**src/rtl/axi3_hp_writer_if.sv**
```systemverilog
// AXI3 HP write-only bus (AW, W and B channels) between the framebuffer
// writer and the HP port of the interconnect.
interface axi3_hp_writer_if;
  logic        awready;
  logic        awvalid;
  logic [31:0] awaddr;
  logic [3:0]  awlen;
  logic [2:0]  awsize;
  logic [1:0]  awburst;

  logic        wready;
  logic        wvalid;
  logic [31:0] wdata;
  logic [3:0]  wstrb;
  logic        wlast;

  logic        bvalid;
  logic [1:0]  bresp;
  logic        bready;

  // Burst writer side
  modport master (
    input  awready, wready, bvalid, bresp,
    output awvalid, awaddr, awlen, awsize, awburst,
           wvalid, wdata, wstrb, wlast, bready
  );

  // Memory / interconnect side
  modport slave (
    output awready, wready, bvalid, bresp,
    input  awvalid, awaddr, awlen, awsize, awburst,
           wvalid, wdata, wstrb, wlast, bready
  );
endinterface

```
**src/rtl/axi3_hp_writer.sv**
```systemverilog
// Single-outstanding AXI3 INCR burst writer for framebuffer fill.
// One DMA_START launches one burst of BURST_SIZE 32-bit words; the producer's
// word stream is passed straight through to the W channel during the data
// phase, and the B response is turned into a DONE pulse plus a sticky error.
// BURST_SIZE must lie in 1..16 (AWLEN is 4 bits wide).
module axi3_hp_writer #(
  parameter int BURST_SIZE = 8
) (
  input  logic                    CLK,
  input  logic                    RESET,
  input  logic [29:0]             DMA_WR_ADDR,
  input  logic                    DMA_START,
  output logic                    DMA_READY,
  input  logic [31:0]             DMA_WR_DATA,
  input  logic                    DMA_WR_DATA_VALID,
  output logic                    DMA_WR_DATA_READY,
  output logic                    DMA_DONE,
  output logic                    DMA_ERROR,
  axi3_hp_writer_if.master        m00_axi
);

  // Counter must be able to hold BURST_SIZE itself, hence the +1.
  localparam int CNT_W = $clog2(BURST_SIZE + 1);
  localparam logic [CNT_W-1:0] LAST_BEAT = CNT_W'(BURST_SIZE - 1);

  localparam logic [1:0] IDLE = 2'd0;
  localparam logic [1:0] ADDR = 2'd1;
  localparam logic [1:0] DATA = 2'd2;
  localparam logic [1:0] RESP = 2'd3;

  logic [1:0]       state;
  logic [31:0]      burst_addr;
  logic [CNT_W-1:0] beat_cnt;
  logic             done;
  logic             error;

  logic             in_data;
  logic             beat_hs;
  logic             last_hs;
  logic             b_hs;

  assign in_data = (state == DATA);
  assign beat_hs = in_data & DMA_WR_DATA_VALID & m00_axi.wready;
  assign last_hs = beat_hs & (beat_cnt == LAST_BEAT);
  assign b_hs    = (state == RESP) & m00_axi.bvalid;

  // Producer-facing status
  assign DMA_READY         = (state == IDLE);
  assign DMA_WR_DATA_READY = in_data & m00_axi.wready;
  assign DMA_DONE          = done;
  assign DMA_ERROR         = error;

  // Address channel: address and length held stable for the whole AW phase
  assign m00_axi.awvalid = (state == ADDR);
  assign m00_axi.awaddr  = burst_addr;
  assign m00_axi.awlen   = 4'(BURST_SIZE - 1);
  assign m00_axi.awsize  = 3'b010;
  assign m00_axi.awburst = 2'b01;

  // Data channel: combinational pass-through gated to the data phase
  assign m00_axi.wvalid = in_data & DMA_WR_DATA_VALID;
  assign m00_axi.wdata  = DMA_WR_DATA;
  assign m00_axi.wstrb  = 4'hF;
  assign m00_axi.wlast  = in_data & DMA_WR_DATA_VALID & (beat_cnt == LAST_BEAT);

  // Response channel
  assign m00_axi.bready = (state == RESP);

  // Burst sequencing: capture start address, count beats, wait for B
  always_ff @(posedge CLK) begin
    if (RESET) begin
      state      <= IDLE;
      burst_addr <= '0;
      beat_cnt   <= '0;
    end else begin
      case (state)
        IDLE: begin
          if (DMA_START) begin
            burst_addr <= {DMA_WR_ADDR, 2'b00};
            state      <= ADDR;
          end
        end
        ADDR: begin
          if (m00_axi.awready) begin
            beat_cnt <= '0;
            state    <= DATA;
          end
        end
        DATA: begin
          if (beat_hs) begin
            beat_cnt <= beat_cnt + CNT_W'(1);
          end
          if (last_hs) begin
            state <= RESP;
          end
        end
        RESP: begin
          if (b_hs) begin
            state <= IDLE;
          end
        end
        default: state <= IDLE;
      endcase
    end
  end

  // Completion pulse and sticky error, both registered off the B handshake
  always_ff @(posedge CLK) begin
    if (RESET) begin
      done  <= 1'b0;
      error <= 1'b0;
    end else begin
      done <= b_hs;
      if (b_hs && (m00_axi.bresp != 2'b00)) begin
        error <= 1'b1;
      end
    end
  end

endmodule

```
**src/flat_wrapper.sv**
```systemverilog
// flat-port wrapper written by rule: the top's interface ports become plain ports
module axi3_hp_writer_flat 
#(
  parameter int BURST_SIZE = 8
)
  (CLK, RESET, DMA_WR_ADDR, DMA_START, DMA_READY, DMA_WR_DATA, DMA_WR_DATA_VALID, DMA_WR_DATA_READY, DMA_DONE, DMA_ERROR, m00_axi_awready, m00_axi_wready, m00_axi_bvalid, m00_axi_bresp, m00_axi_awvalid, m00_axi_awaddr, m00_axi_awlen, m00_axi_awsize, m00_axi_awburst, m00_axi_wvalid, m00_axi_wdata, m00_axi_wstrb, m00_axi_wlast, m00_axi_bready);
  axi3_hp_writer_if m00_axi_i ();
  input  logic CLK;
  input  logic RESET;
  input  logic [29:0] DMA_WR_ADDR;
  input  logic DMA_START;
  output logic DMA_READY;
  input  logic [31:0] DMA_WR_DATA;
  input  logic DMA_WR_DATA_VALID;
  output logic DMA_WR_DATA_READY;
  output logic DMA_DONE;
  output logic DMA_ERROR;
  input wire logic [$bits(m00_axi_i.awready)-1:0] m00_axi_awready;
  input wire logic [$bits(m00_axi_i.wready)-1:0] m00_axi_wready;
  input wire logic [$bits(m00_axi_i.bvalid)-1:0] m00_axi_bvalid;
  input wire logic [$bits(m00_axi_i.bresp)-1:0] m00_axi_bresp;
  output wire logic [$bits(m00_axi_i.awvalid)-1:0] m00_axi_awvalid;
  output wire logic [$bits(m00_axi_i.awaddr)-1:0] m00_axi_awaddr;
  output wire logic [$bits(m00_axi_i.awlen)-1:0] m00_axi_awlen;
  output wire logic [$bits(m00_axi_i.awsize)-1:0] m00_axi_awsize;
  output wire logic [$bits(m00_axi_i.awburst)-1:0] m00_axi_awburst;
  output wire logic [$bits(m00_axi_i.wvalid)-1:0] m00_axi_wvalid;
  output wire logic [$bits(m00_axi_i.wdata)-1:0] m00_axi_wdata;
  output wire logic [$bits(m00_axi_i.wstrb)-1:0] m00_axi_wstrb;
  output wire logic [$bits(m00_axi_i.wlast)-1:0] m00_axi_wlast;
  output wire logic [$bits(m00_axi_i.bready)-1:0] m00_axi_bready;
  assign m00_axi_i.awready = m00_axi_awready;
  assign m00_axi_i.wready = m00_axi_wready;
  assign m00_axi_i.bvalid = m00_axi_bvalid;
  assign m00_axi_i.bresp = m00_axi_bresp;
  assign m00_axi_awvalid = m00_axi_i.awvalid;
  assign m00_axi_awaddr = m00_axi_i.awaddr;
  assign m00_axi_awlen = m00_axi_i.awlen;
  assign m00_axi_awsize = m00_axi_i.awsize;
  assign m00_axi_awburst = m00_axi_i.awburst;
  assign m00_axi_wvalid = m00_axi_i.wvalid;
  assign m00_axi_wdata = m00_axi_i.wdata;
  assign m00_axi_wstrb = m00_axi_i.wstrb;
  assign m00_axi_wlast = m00_axi_i.wlast;
  assign m00_axi_bready = m00_axi_i.bready;
  axi3_hp_writer #(.BURST_SIZE(BURST_SIZE)) u_core (.CLK(CLK), .RESET(RESET), .DMA_WR_ADDR(DMA_WR_ADDR), .DMA_START(DMA_START), .DMA_READY(DMA_READY), .DMA_WR_DATA(DMA_WR_DATA), .DMA_WR_DATA_VALID(DMA_WR_DATA_VALID), .DMA_WR_DATA_READY(DMA_WR_DATA_READY), .DMA_DONE(DMA_DONE), .DMA_ERROR(DMA_ERROR), .m00_axi(m00_axi_i));
endmodule
```
**config.mk**
```make
export PLATFORM = sky130hd
export DESIGN_NAME = axi3_hp_writer_flat
export DESIGN_NICKNAME = d
export VERILOG_FILES = /design/src/rtl/axi3_hp_writer_if.sv /design/src/rtl/axi3_hp_writer.sv /design/src/flat_wrapper.sv
export SDC_FILE = /design/constraint.sdc
export NUM_CORES = 1
export LEC_CHECK = 0
export CAP_MARGIN = 30
export CORE_MARGIN = 2
export CORE_UTILIZATION = 32
export CTS_CLUSTER_DIAMETER = 80
export CTS_CLUSTER_SIZE = 40
export DETAILED_ROUTE_END_ITERATION = 8
export PLACE_DENSITY = 0.8
export SYNTH_ARGS = -nofsm -noshare
export SYNTH_HDL_FRONTEND = slang
export SYNTH_SLANG_ARGS = --single-unit
```
**constraint.sdc**
```tcl
create_clock -name CLK -period 2.1 [get_ports CLK]
set_input_delay 0.315 -clock CLK [delete_from_list [all_inputs] [get_ports CLK]]
set_output_delay 0.315 -clock CLK [all_outputs]
set_load 0.02 [all_outputs]
```
Word level (Yosys, flattened, before mapping)
Index checks and enable logic that the tools add are counted.

word-level totals
  flip-flop bits (word level) = 38
  input port bits = 71
  output and inout port bits = 85
  word-level logic and storage cells = 36

cells by class
  add/sub/neg operators = 1
  eq/ne operators = 9
  muxes and demuxes = 8
  bitwise gates (word level) = 6
  reduce and logical (&&, ||, !) cells = 7

operators with widths
  cell                                                   number
  two-way mux 2 bit                                      4
  two-way mux 4 bit                                      2
  inequality test 2 bit, second input constant           4
  one-hot mux 2 bit (4 select lines)                     1
  one-hot mux 4 bit (2 select lines)                     1
  AND 1 bit                                              6
  adder 4 x 1 -> 4 bit, second input constant            1
  equality test 2 bit, second input constant             2
  equality test 4 x 3 -> 1 bit, second input constant    1
  AND reduction 4 bit                                    1
  nonzero test 2 bit                                     2
  AND reduction 3 bit                                    1
  equality test 2 x 1 -> 1 bit, second input constant    1
  zero test 2 bit                                        1
  inequality test 2 x 1 -> 1 bit, second input constant  1
  AND reduction 2 bit                                    1
  logical AND 1 bit                                      1

Logic depth before layout (Yosys ltp)
  depth in word-level cells = 6
  gate-level depth with buffers = 7
  gate-level depth less buffers = 6

Worst setup path before layout
Ideal clock, no wire load.

  kind = register -> register
  start point = register u_core.state[1]
  end point = register u_core.beat_cnt[3]
  setup time = 70 ps
  data arrival time = 1679 ps
  required time = 2030 ps
  slack = 351 ps
  stages on the path, launching flop included = 7
  path buffers = 0
  period minus slack after synthesis = 1749 ps
  cells stage by stage = dfxtp_1 inv_1 ha_1 nor2b_4 or3b_4 or3_1 a21oi_1

on the way
  elaborated cells between the ends (all ways) = 9
  classes of those cells = eq/ne (4); mux (1); bitwise (2); reduce/logical (2)

RTL lines
  what                                                                   line                  text
  start, declared                                                        axi3_hp_writer.sv:31  logic [1:0] state;
  start signal, assigned                                                 axi3_hp_writer.sv:72  state <= IDLE;
  start signal, assigned                                                 axi3_hp_writer.sv:80  state <= ADDR;
  start signal, assigned                                                 axi3_hp_writer.sv:86  state <= DATA;
  equality test 2 x 1 -> 1 bit (*)                                       -
  named net m00_axi_awvalid                                              flat_wrapper.sv:22    output wire logic [$bits(m00_axi_i.awvalid)-1:0] m00_axi_awvalid;
  inequality test 2 bit (no line) or nonzero test 2 bit (tied branches)  -
  AND reduction 3 bit (no line)                                          -
  end signal, assigned                                                   axi3_hp_writer.sv:91  beat_cnt <= beat_cnt + CNT_W'(1);
  end, declared                                                          axi3_hp_writer.sv:33  logic [CNT_W-1:0] beat_cnt;

The timed path passes the listed nets; every way through them passes the cells marked *.
A chain may end at the register's enable or synchronous reset.

Worst setup path after layout
  start point = register u_core.state[0]
  end point = output port DMA_WR_DATA_READY

on the way
  word-level cells in the longest chain between the ends = 2

ends and longest elaborated chain
  what                 line                  text
  equality test 2 bit  axi3_hp_writer.sv:42  assign in_data = (state == DATA);
  AND 1 bit            axi3_hp_writer.sv:49  assign DMA_WR_DATA_READY = in_data & m00_axi.wready;
  end, declared        flat_wrapper.sv:15    output logic DMA_WR_DATA_READY;

No other way between the ends.

==> impl_results.md <==
- Status: complete, no violations
- Post-route antenna net violation count: 0
- Post-Syn Instances: 238
- CORE AREA: 5570 sq um
- Finished Layout Cells: 354
- IO Port Bufs: 76
- Final Util: 44.8%
- Worst path arrival time: 1.66 ns
- Global route overflow: 0
- Post-CTS Resized: 0
- Largest area contributor in the netlist: dfxtp_1
- Post-CTS Setup Inserts: 0
- Sw Share: 36.7%
- Worst Setup End Kind: output port
- Synthesized area: 1870 sq um
- Commonest cells in the netlist: nand2_1, buf_4, dfxtp_1
- Max FO, Critical Path: 4
- Hold Crit Class: reg2reg
- Yosys top cell area share: 40.8%
- Warnings, synthesis: 0
- RSZ-0062 raised after global routing: false
- Initial Util: 33.5%
- Initial antenna violation count: 0
- Die Wd: 80.4 microns
- Post-DP HPWL: 2.92 mm
- Layout area overhead: 33.9%
- CTS Buffer Depth: 2
- CP Launch Type: flip-flop
- Final period utilization: 93.9%
- # DRC: 0
- First-pass GRT wire length: 6.31 mm
- Max Cap Violations: 0
- CTS tree: yes
- Final setup fails: 0
- Number of global-route vias before repair: 1,409
- Setup TNS: 0 ns
- Routed wire length: 4.01 mm
- Sequential area share after synthesis: 40.8%
- Setup CP Type: reg2out
- Combinational power share: 43.9%
- Total GRT Usage: 12.2%
- R2R setup slack: 0.33 ns
- Pint: 0.00162 W
- Worst path max stage delay: 0.53 ns
- VDD IR-drop max: 0.000694 V
- Total die area: 6460 sq um
- Skew final: 0.00456 ns
- Clock root cell: clkbuf_8
- Clk_lat worst skew: 0.28 ns
- Die H: 80.4 microns
- I/O pin cnt: 156
- Worst Path Required: 1.78 ns
- P_leak: 0.984 nW
- Inserted Diodes: 0
- Most common cell in the netlist: nand2_1
- Avg Vias per Cell: 4.44
- Hold Vio Cnt, Final: 0
- Via count: 1,572
- Clk network pwr share: 20.2%
- Slowest-stage cell, CP: clkdlybuf4s50_1
- Fmax: 507 MHz
- DRT iter0 DRCs: 47
- Avg Inst Size Synth: 7.84 sq um
- Cells along the critical path: inv_1 -> ha_1 -> and2_1 -> clkdlybuf4s50_1
- Pre-CTS setup slack: 0.199 ns
- Clock sink count: 38
- Net switching power: 0.000937 W
- Pwr/cell area: 1020 nW/um^2
- Period minus WS final: 1.97 ns
- Post-synthesis async set-or-reset flop share: 0%
- Slew Limit Fails: 0
- First-pass DRT Iterations: 4
- Routability cong.: 0.795
- Flop and latch count out of synthesis: 38
- Clk slew on worst S/H paths: 0.07 ns
- Final setup margin: 0.128 ns
- CTS Hold Buffers Added: 0
- Number of synthesized flops with an enable pin: 0
- Flop pwr share: 35.9%
- H-Tree Depth: 2
- Placed insts: 346
- Largest net degree at the start of global routing: 31
- Post-DR wirelength/cell: 11.3 microns
- Leading post-synthesis cells by cell area: dfxtp_1, buf_4, nand2_1
- # nets final: 357
- FP Rows: 27
- TritonCTS Buffers: 5
- Share of layout cells above drive strength 1: 5.67%
- Synth cell types: 28
- Main synth FF type: dfxtp_1
power groups by stage:
stage / Sequential [W] / Clock, W / Combinational [W]
6_report: 0.000916 / 0.000516 / 0.00112
5_1_grt: 0.000930 / 0.000572 / 0.00123
4_1_cts: 0.000917 / 0.000546 / 0.00114
3_5_place_dp: 0.000935 / 0 / 0.00113
3_3_place_gp: 0.000926 / 0 / 0.00111
2_1_floorplan: 0.00106 / 0 / 0.000637
logic make-up after synthesis:
logic type | after synthesis | share of synthesized area, %
AOI/OAI and AO/OA | 43 | 12.5
adders and majority gates | 5 | 3.35
muxes | 1 | 0.603
buffers and inverters | 65 | 22.7
DFF | 38 | 40.8
and+or+nand+nor | 84 | 19.7
other | 2 | 0.402
critical path, delay by kind of cell (launching register included):
family        cells  cell delay (ns)
buf+inv           2             0.61
fa+ha+maj         1             0.23
flops             1             0.39
simple gates      1             0.15
state kept, by name (all words and copies together) (netlist names):
register / count
u_core.DMA_ERROR: 1
u_core.DMA_DONE: 1
u_core.m00_axi.awaddr: 30
u_core.state: 2
u_core.beat_cnt: 4
through the flow:
step / hold WS (ns) / cell area, sq um / power (W)
floorplan: 0.449 / 1920 / 0.00170
global placement: 0.437 / 2410 / 0.00203
detailed placement: 0.446 / 2410 / 0.00207
CTS: 0.457 / 2500 / 0.00260
global route: 0.467 / 2500 / 0.00273
finish: 0.453 / 2500 / 0.00255
worst paths after layout:
kind                                           end        startpoint  cells past startpoint
worst max-delay path             DMA_WR_DATA_READY   u_core.state[0]                      4
worst min-delay path              u_core.DMA_ERROR  u_core.DMA_ERROR                      2
worst max register to register  u_core.beat_cnt[3]   u_core.state[1]                      6
worst min register to register    u_core.DMA_ERROR  u_core.DMA_ERROR                      2
cells in the final DEF (no fill, tap or decap):
| master | count |
|---|---|
| or2b_1 | 1 |
| nand3_1 | 4 |
| o21ai_0 | 2 |
| a21oi_1 | 36 |
| clkbuf_8 | 6 |
| dlymetal6s2s_1 | 1 |
| a211oi_1 | 1 |
| and2_1 | 3 |
| nor2b_1 | 2 |
| nor2_1 | 2 |
| clkdlybuf4s50_1 | 75 |
| nand2_1 | 64 |
| buf_4 | 5 |
| a41o_1 | 1 |
| nor3_1 | 2 |
| nor2b_4 | 1 |
| and3_1 | 1 |
| or3_1 | 1 |
| ha_1 | 5 |
| dfxtp_1 | 38 |
| nor4_1 | 1 |
| o32ai_1 | 1 |
| or3b_4 | 1 |
| inv_1 | 7 |
| clkinv_2 | 1 |
| clkbuf_1 | 1 |
| nand3b_1 | 1 |
| a21o_2 | 1 |
| o211ai_1 | 1 |
| conb_1 | 15 |
| mux2_2 | 1 |
per-layer routing:
| metal | vias to the layer above | wire length (microns) | global-route usage (%) |
|---|---|---|---|
| met5 | - | 0 | 0 |
| met4 | 0 | 13 | 3.05 |
| met3 | 4 | 254 | 3.93 |
| met2 | 54 | 2070 | 21.8 |
| met1 | 729 | 1670 | 14.1 |
| li1 | 785 | - | - |
layout make-up:
cell class | instances | area (sq um)
clock inverter | 1 | 5.00
multi-input combinational | 148 | 731
clock buffer | 7 | 86.3
sequential | 38 | 761
timing repair buffer | 81 | 801
inverter | 7 | 26.3
fill | 560 | 3070
tap | 72 | 90.1
No activity file was read; power rests on OpenSTA's default activity.
